<file path="config.mk">
export PLATFORM = sky130hd
export DESIGN_NAME = sdram_test_master_flat
export DESIGN_NICKNAME = d
export VERILOG_FILES = /design/src/rtl/sdram_test_master_if.sv /design/src/rtl/sdram_test_master.sv /design/src/flat_wrapper.sv
export SDC_FILE = /design/constraint.sdc
export NUM_CORES = 1
export LEC_CHECK = 0
export ABC_CLOCK_PERIOD_IN_PS = 8640
export BUFFER_PORTS_ARGS = -buffer_cell sky130_fd_sc_hd__buf_2
export CAP_MARGIN = 20
export CORE_ASPECT_RATIO = 1.1
export CORE_MARGIN = 2
export CORE_UTILIZATION = 51
export DETAILED_ROUTE_END_ITERATION = 6
export PLACE_DENSITY_LB_ADDON = 0.15
export REMOVE_ABC_BUFFERS = 1
export SLEW_MARGIN = 20
export SYNTH_ARGS = -nofsm -noshare
export SYNTH_HDL_FRONTEND = slang
export SYNTH_SLANG_ARGS = --single-unit
</file>
<file path="constraint.sdc">
create_clock -name iclk -period 8.64 [get_ports iclk]
set_input_delay 0.432 -clock iclk [delete_from_list [all_inputs] [get_ports iclk]]
set_output_delay 0.432 -clock iclk [all_outputs]
set_load 0.02 [all_outputs]
</file>
<file path="src/rtl/sdram_test_master_if.sv">
// sdram_test_master_if
//   Request/acknowledge port between the SDRAM test master (initiator) and
//   the SDRAM controller (responder). Signal names keep the initiator's view:
//   o* are driven by the test master, i* are driven by the controller.
//   owrite_req / owrite_address / owrite_data : write request, held until ack
//   iwrite_ack                                 : one-cycle write completion
//   oread_req / oread_address                  : read request, held until ack
//   iread_data / iread_ack                     : read data valid with ack pulse
interface sdram_test_master_if;
  logic        owrite_req;
  logic [24:0] owrite_address;
  logic [15:0] owrite_data;
  logic        iwrite_ack;
  logic        oread_req;
  logic [24:0] oread_address;
  logic [15:0] iread_data;
  logic        iread_ack;

  modport master (
    output owrite_req, owrite_address, owrite_data, oread_req, oread_address,
    input  iwrite_ack, iread_data, iread_ack
  );

  modport slave (
    input  owrite_req, owrite_address, owrite_data, oread_req, oread_address,
    output iwrite_ack, iread_data, iread_ack
  );
endinterface

</file>
<file path="src/rtl/sdram_test_master.sv">
// sdram_test_master
//   Bring-up / soak initiator for the SDRAM controller. On istart it writes
//   data = addr[15:0] ^ seed over [base, base+length) (25-bit wrapping
//   addresses), reads the range back and compares every word. Reports
//   pass/fail, a saturating mismatch count and the first failing word, and
//   aborts if an acknowledge takes TIMEOUT cycles.
// Ports
//   iclk, ireset_n         : clock, asynchronous active-low reset
//   istart                 : one-cycle start pulse, honoured only when idle
//   ibase_address, ilength : first word address, number of words (0 legal)
//   iseed                  : pattern seed
//   obusy, odone           : run in progress, one-cycle completion pulse
//   opass, otimeout        : result flags, valid until the next start
//   oerr_count             : mismatch count (saturates at 0xFFFF)
//   oerr_address/expected/got : first mismatch details
//   bus                    : controller request/acknowledge port (master side)
module sdram_test_master #(
  parameter int unsigned TIMEOUT = 1024
) (
  input  logic        iclk,
  input  logic        ireset_n,
  input  logic        istart,
  input  logic [24:0] ibase_address,
  input  logic [24:0] ilength,
  input  logic [15:0] iseed,
  output logic        obusy,
  output logic        odone,
  output logic        opass,
  output logic        otimeout,
  output logic [15:0] oerr_count,
  output logic [24:0] oerr_address,
  output logic [15:0] oerr_expected,
  output logic [15:0] oerr_got,
  sdram_test_master_if.master bus
);

  typedef enum logic [2:0] {
    IDLE, WR_REQ, WR_GAP, RD_REQ, RD_GAP, FINISH
  } state_t;

  // Watchdog expires on the edge that would make it reach TIMEOUT.
  localparam logic [15:0] WDOG_LAST = 16'(TIMEOUT - 1);

  state_t      state, state_next;
  logic [24:0] base_q, len_q, idx;
  logic [15:0] seed_q, wdog;
  logic        wdog_expired, more_words, rd_mismatch;
  logic [24:0] next_addr;
  logic        write_req_d, read_req_d, busy_d, done_d;

  always_comb begin
    wdog_expired = (wdog == WDOG_LAST);
    more_words   = (idx < len_q);
    next_addr    = base_q + idx;
    rd_mismatch  = (bus.iread_data != (bus.oread_address[15:0] ^ seed_q));
  end

  always_ff @(posedge iclk or negedge ireset_n) begin
    if (!ireset_n) state <= IDLE;
    else           state <= state_next;
  end

  // An acknowledge takes priority over a watchdog expiring in the same cycle.
  always_comb begin
    state_next = state;
    case (state)
      IDLE:    if (istart) state_next = (ilength != '0) ? WR_REQ : FINISH;
      WR_REQ:  if (bus.iwrite_ack) state_next = WR_GAP;
               else if (wdog_expired) state_next = FINISH;
      WR_GAP:  state_next = more_words ? WR_REQ : RD_REQ;
      RD_REQ:  if (bus.iread_ack) state_next = RD_GAP;
               else if (wdog_expired) state_next = FINISH;
      RD_GAP:  state_next = more_words ? RD_REQ : FINISH;
      FINISH:  state_next = IDLE;
      default: state_next = IDLE;
    endcase
  end

  // Outputs are registered, so they are decoded from the upcoming state.
  // obusy is held through the odone cycle and falls with it.
  always_comb begin
    write_req_d = (state_next == WR_REQ);
    read_req_d  = (state_next == RD_REQ);
    done_d      = (state == FINISH);
    busy_d      = (state_next != IDLE) || (state == FINISH);
  end

  always_ff @(posedge iclk or negedge ireset_n) begin
    if (!ireset_n) begin
      obusy              <= 1'b0;
      odone              <= 1'b0;
      opass              <= 1'b0;
      otimeout           <= 1'b0;
      oerr_count         <= '0;
      oerr_address       <= '0;
      oerr_expected      <= '0;
      oerr_got           <= '0;
      bus.owrite_req     <= 1'b0;
      bus.owrite_address <= '0;
      bus.owrite_data    <= '0;
      bus.oread_req      <= 1'b0;
      bus.oread_address  <= '0;
      base_q             <= '0;
      len_q              <= '0;
      seed_q             <= '0;
      idx                <= '0;
      wdog               <= '0;
    end else begin
      obusy         <= busy_d;
      odone         <= done_d;
      bus.owrite_req <= write_req_d;
      bus.oread_req  <= read_req_d;

      if ((state == WR_REQ) || (state == RD_REQ)) wdog <= wdog + 16'd1;
      else                                        wdog <= '0;

      case (state)
        IDLE: if (istart) begin
          base_q             <= ibase_address;
          len_q              <= ilength;
          seed_q             <= iseed;
          idx                <= '0;
          bus.owrite_address <= ibase_address;
          bus.owrite_data    <= ibase_address[15:0] ^ iseed;
          opass              <= 1'b0;
          otimeout           <= 1'b0;
          oerr_count         <= '0;
          oerr_address       <= '0;
          oerr_expected      <= '0;
          oerr_got           <= '0;
        end
        WR_REQ: begin
          if (bus.iwrite_ack)    idx      <= idx + 25'd1;
          else if (wdog_expired) otimeout <= 1'b1;
        end
        // Next request's address/data are loaded during the gap so they are
        // already stable when the request rises.
        WR_GAP: begin
          if (more_words) begin
            bus.owrite_address <= next_addr;
            bus.owrite_data    <= next_addr[15:0] ^ seed_q;
          end else begin
            idx               <= '0;
            bus.oread_address <= base_q;
          end
        end
        RD_REQ: begin
          if (bus.iread_ack) begin
            idx <= idx + 25'd1;
            if (rd_mismatch) begin
              if (oerr_count == '0) begin
                oerr_address  <= bus.oread_address;
                oerr_expected <= bus.oread_address[15:0] ^ seed_q;
                oerr_got      <= bus.iread_data;
              end
              if (oerr_count != '1) oerr_count <= oerr_count + 16'd1;
            end
          end else if (wdog_expired) begin
            otimeout <= 1'b1;
          end
        end
        RD_GAP: if (more_words) bus.oread_address <= next_addr;
        FINISH: opass <= (oerr_count == '0) && !otimeout;
        default: ;
      endcase
    end
  end

endmodule
</file>
<file path="src/flat_wrapper.sv">
// flat-port wrapper written by rule: the top's interface ports become plain ports
module sdram_test_master_flat 
#(
  parameter int unsigned TIMEOUT = 1024
)
  (iclk, ireset_n, istart, ibase_address, ilength, iseed, obusy, odone, opass, otimeout, oerr_count, oerr_address, oerr_expected, oerr_got, bus_owrite_req, bus_owrite_address, bus_owrite_data, bus_oread_req, bus_oread_address, bus_iwrite_ack, bus_iread_data, bus_iread_ack);
  sdram_test_master_if bus_i ();
  input  logic iclk;
  input  logic ireset_n;
  input  logic istart;
  input  logic [24:0] ibase_address;
  input  logic [24:0] ilength;
  input  logic [15:0] iseed;
  output logic obusy;
  output logic odone;
  output logic opass;
  output logic otimeout;
  output logic [15:0] oerr_count;
  output logic [24:0] oerr_address;
  output logic [15:0] oerr_expected;
  output logic [15:0] oerr_got;
  output wire logic [$bits(bus_i.owrite_req)-1:0] bus_owrite_req;
  output wire logic [$bits(bus_i.owrite_address)-1:0] bus_owrite_address;
  output wire logic [$bits(bus_i.owrite_data)-1:0] bus_owrite_data;
  output wire logic [$bits(bus_i.oread_req)-1:0] bus_oread_req;
  output wire logic [$bits(bus_i.oread_address)-1:0] bus_oread_address;
  input wire logic [$bits(bus_i.iwrite_ack)-1:0] bus_iwrite_ack;
  input wire logic [$bits(bus_i.iread_data)-1:0] bus_iread_data;
  input wire logic [$bits(bus_i.iread_ack)-1:0] bus_iread_ack;
  assign bus_owrite_req = bus_i.owrite_req;
  assign bus_owrite_address = bus_i.owrite_address;
  assign bus_owrite_data = bus_i.owrite_data;
  assign bus_oread_req = bus_i.oread_req;
  assign bus_oread_address = bus_i.oread_address;
  assign bus_i.iwrite_ack = bus_iwrite_ack;
  assign bus_i.iread_data = bus_iread_data;
  assign bus_i.iread_ack = bus_iread_ack;
  sdram_test_master #(.TIMEOUT(TIMEOUT)) u_core (.iclk(iclk), .ireset_n(ireset_n), .istart(istart), .ibase_address(ibase_address), .ilength(ilength), .iseed(iseed), .obusy(obusy), .odone(odone), .opass(opass), .otimeout(otimeout), .oerr_count(oerr_count), .oerr_address(oerr_address), .oerr_expected(oerr_expected), .oerr_got(oerr_got), .bus(bus_i));
endmodule
</file>
==> impl_metrics.json <==
{
  "io_buffers": 231,
  "initial_core_util_pct": 51.41,
  "synth_area_per_cell_um2": 8.856,
  "area_growth_pct": 16.73,
  "final_cell_count_no_fill": 2119,
  "period_minus_slack_ns": 3.562,
  "die-area_um2": 28350,
  "async_flop_share_pct": 100.0,
  "wirelength_mm": 37.05,
  "grt_antenna_before_repair": 1,
  "crit_path_top_delay_cell": "o31a_2",
  "worst_skew_pair.late_latency_ns": 0.54,
  "synth_top_cell_by_area": "dfrtp_1",
  "clk_pin_slew_worst_paths_ns": 0.06,
  "netSwitchingPower_mw": 2.418,
  "ys_types": 70,
  "maxSlewViolCount": 0,
  "die_w_um": 160.7,
  "ir_drop_uv": 187.4,
  "hold_buffers": 1,
  "drc": 0,
  "htreeDepth": 1,
  "critPathLaunchType": "flip-flop",
  "status": "completed",
  "p_leak_nw": 7.891,
  "clock_power_share_pct": 20.7,
  "p_comb_share_pct": 43.6,
  "ys.flop_type": "dfrtp_1",
  "drive_gt1_share_pct": 17.49,
  "numCtsBuffers": 27,
  "hold_viol": 0,
  "grt_pass1_vias": 11290,
  "cts.sinks": 255,
  "fin_skew_ns": 0.01063,
  "synth_edf_count": 0,
  "die_y_um": 176.4,
  "syn_inst": 1556,
  "drtPass1Iterations": 4,
  "wire_per_inst_um": 17.48,
  "maxCapViolCount": 0,
  "hp-class": "in2reg",
  "synth_warnings": 0,
  "arrival_ns": 3.99,
  "fmax_mhz": 280.7,
  "synth_seq_area_share_pct": 46.31,
  "netlist.area_leader.share_pct": 46.31,
  "gp_congestion": 0.8846,
  "max_slew_margin_pct": 32.10,
  "dp.cells": 2069,
  "worst_hold_slack_ns": 0.1037,
  "ys_top_cells_by_area": "dfrtp_1 46%, nand2_1 8.9%, o21ai_0 5.0%",
  "swShare_pct": 43.46,
  "ys_seq_elements": 255,
  "path_class": "reg2reg",
  "final_common_cell": "nand2_1",
  "post_cts_buffers": 0,
  "tns_ns": 0,
  "synth_area_um2": 13780,
  "slowest_delay_ns": 0.72,
  "finalNetCount": 1882,
  "core_area_um2": 26800,
  "cts_resized": 0,
  "postRouteAntennaNets": 0,
  "critPathMaxFanout": 42,
  "grt_max_degree": 165,
  "setup_viol": 0,
  "cp_data_required_time_ns": 9.06,
  "endpoint_kind": "flip-flop",
  "p_int_mw": 3.146,
  "grtUsageTotal_pct": 25.85,
  "grt_pass1_wl_mm": 59.53,
  "rows": 63,
  "path_cells": "ha_1 > nand4_1 > or3_1 > nor4_1 > o2bb2ai_1 > o31a_2 > buf_4 > a21oi_1 > a22o_1",
  "clk_path_buf_depth": 3,
  "rsz0062_at_grt": "false",
  "mostFrequentLayoutCells": "328 x nand2_1, 255 x dfrtp_1, 230 x buf_2",
  "drt_iter0_markers": 872,
  "viasPerCell": 5.622,
  "tightestPinTransition_ns": 1.018,
  "p_per_area_nw_per_um2": 345.9,
  "hpwl_mm": 25.54,
  "min_period_over_period_pct": 41.23,
  "cts_root_buf": "clkbuf_16",
  "p_seq_share_pct": 35.7,
  "cts_tree": "yes",
  "num_vias": 11910,
  "grt.overflow.total": 0,
  "io_pins": 232
}
worst max-delay path, delay by kind of cell (launching register included):
kind	cells	cell delay (ns)
compound gates	4	1.29
fa+ha+maj	1	0.37
buf+inv	1	0.48
flops	1	0.47
simple gates	3	0.78
metal layers:
metal / vias up / GRT usage [%] / routed length, um / share of wire (%)
met5: - / 0 / 0 / 0
met2: 311 / 42.73 / 17620 / 48
met1: 5761 / 35.81 / 16550 / 45
met3: 59 / 2.819 / 1680 / 4.5
li1: 5781 / - / - / -
met4: 0 / 8.891 / 1193 / 3.2
state kept, by name, summed over array words and instances (netlist names):
name and cells:
u_core.otimeout 1, u_core.oerr_expected 16, u_core.base_q 25, u_core.state 3
u_core.len_q 25, u_core.wdog 16, u_core.seed_q 16, u_core.bus.oread_address 25
u_core.odone 1, u_core.oerr_got 16, u_core.oerr_address 25, u_core.bus.owrite_data 16
u_core.obusy 1, u_core.bus.oread_req 1, u_core.opass 1, u_core.bus.owrite_address 25
u_core.oerr_count 16, u_core.idx 25, u_core.bus.owrite_req 1
stage by stage:
| step | power (mW) | area (um2) | setup slack [ns] | util, % |
|---|---|---|---|---|
| floorplan | 3.560 | 13440 | 2.634 | - |
| global placement | 4.364 | 15190 | 5.281 | 56.67 |
| detailed placement | 4.433 | 15190 | 5.135 | 56.67 |
| CTS | 5.601 | 16080 | 5.126 | 60.01 |
| global route | 5.955 | 16090 | 4.872 | 60.02 |
| finish | 5.564 | 16090 | 5.078 | 60.02 |
cells in the mapped netlist (7+ instances only):
library cell / n
a21o_1: 19
a21oi_1: 62
a22o_1: 8
a31oi_1: 25
and2_1: 8
and3_1: 11
buf_1: 11
buf_2: 8
clkbuf_1: 66
dfrtp_1: 255
ha_1: 52
inv_1: 48
nand2_1: 328
nand3_1: 86
nand4_1: 23
nor2_1: 102
nor3_1: 21
nor4_1: 17
o211ai_1: 7
o21ai_0: 139
o21ai_1: 42
or3_1: 15
xnor2_1: 45
xnor3_1: 17
xor2_1: 42
final timing paths:
check                                                       start                                     end  slack [ns]  cells after the start
max                                    u_core.idx[20]$_DFFE_PN0P_  u_core.bus.owrite_data[12]$_DFFE_PN0P_        5.08                      9
min                                             ibase_address[20]           u_core.base_q[20]$_DFFE_PN0P_        0.10                      3
max reg2reg                            u_core.idx[20]$_DFFE_PN0P_  u_core.bus.owrite_data[12]$_DFFE_PN0P_        5.08                      9
min reg2reg                u_core.bus.owrite_data[11]$_DFFE_PN0P_  u_core.bus.owrite_data[11]$_DFFE_PN0P_        0.46                      2
max in group asynchronous                                ireset_n               u_core.wdog[12]$_DFF_PN0_        6.81                      3
min in group asynchronous                                ireset_n          u_core.oerr_got[0]$_DFFE_PN0P_        0.46                      2
final cells by class:
| type | count | area [um2] |
|---|---|---|
| Antenna cell | 1 | 2.502 |
| Clock buffer | 39 | 810.8 |
| Clock inverter | 9 | 73.82 |
| Fill cell | 2397 | 10720 |
| Inverter | 48 | 180.2 |
| Multi-Input combinational cell | 1167 | 6919 |
| Sequential cell | 255 | 6381 |
| Tap cell | 357 | 446.7 |
| Timing Repair Buffer | 243 | 1271 |
logic make-up after synthesis:
family                   Yosys count  share of synthesized area [%]
XOR/XNOR                         104                          8.308
AO/OA/AOI/OAI                    360                          15.43
multiplexers                      10                         0.7627
AND/OR/NAND/NOR                  640                          20.58
buffers and inverters            134                          3.750
adder cells (fa/ha/maj)           53                          4.867
flip-flops                       255                          46.31
power groups by stage:
stage / logic, mW / registers (mW) / clock network (mW)
after floorplan: 1.34 / 2.22 / 0
after global placement: 2.38 / 1.99 / 0
after detailed placement: 2.43 / 2.00 / 0
after CTS: 2.44 / 1.98 / 1.17
after global routing: 2.69 / 2.04 / 1.22
final: 2.43 / 1.99 / 1.15
(Power assumes the default switching activity.)
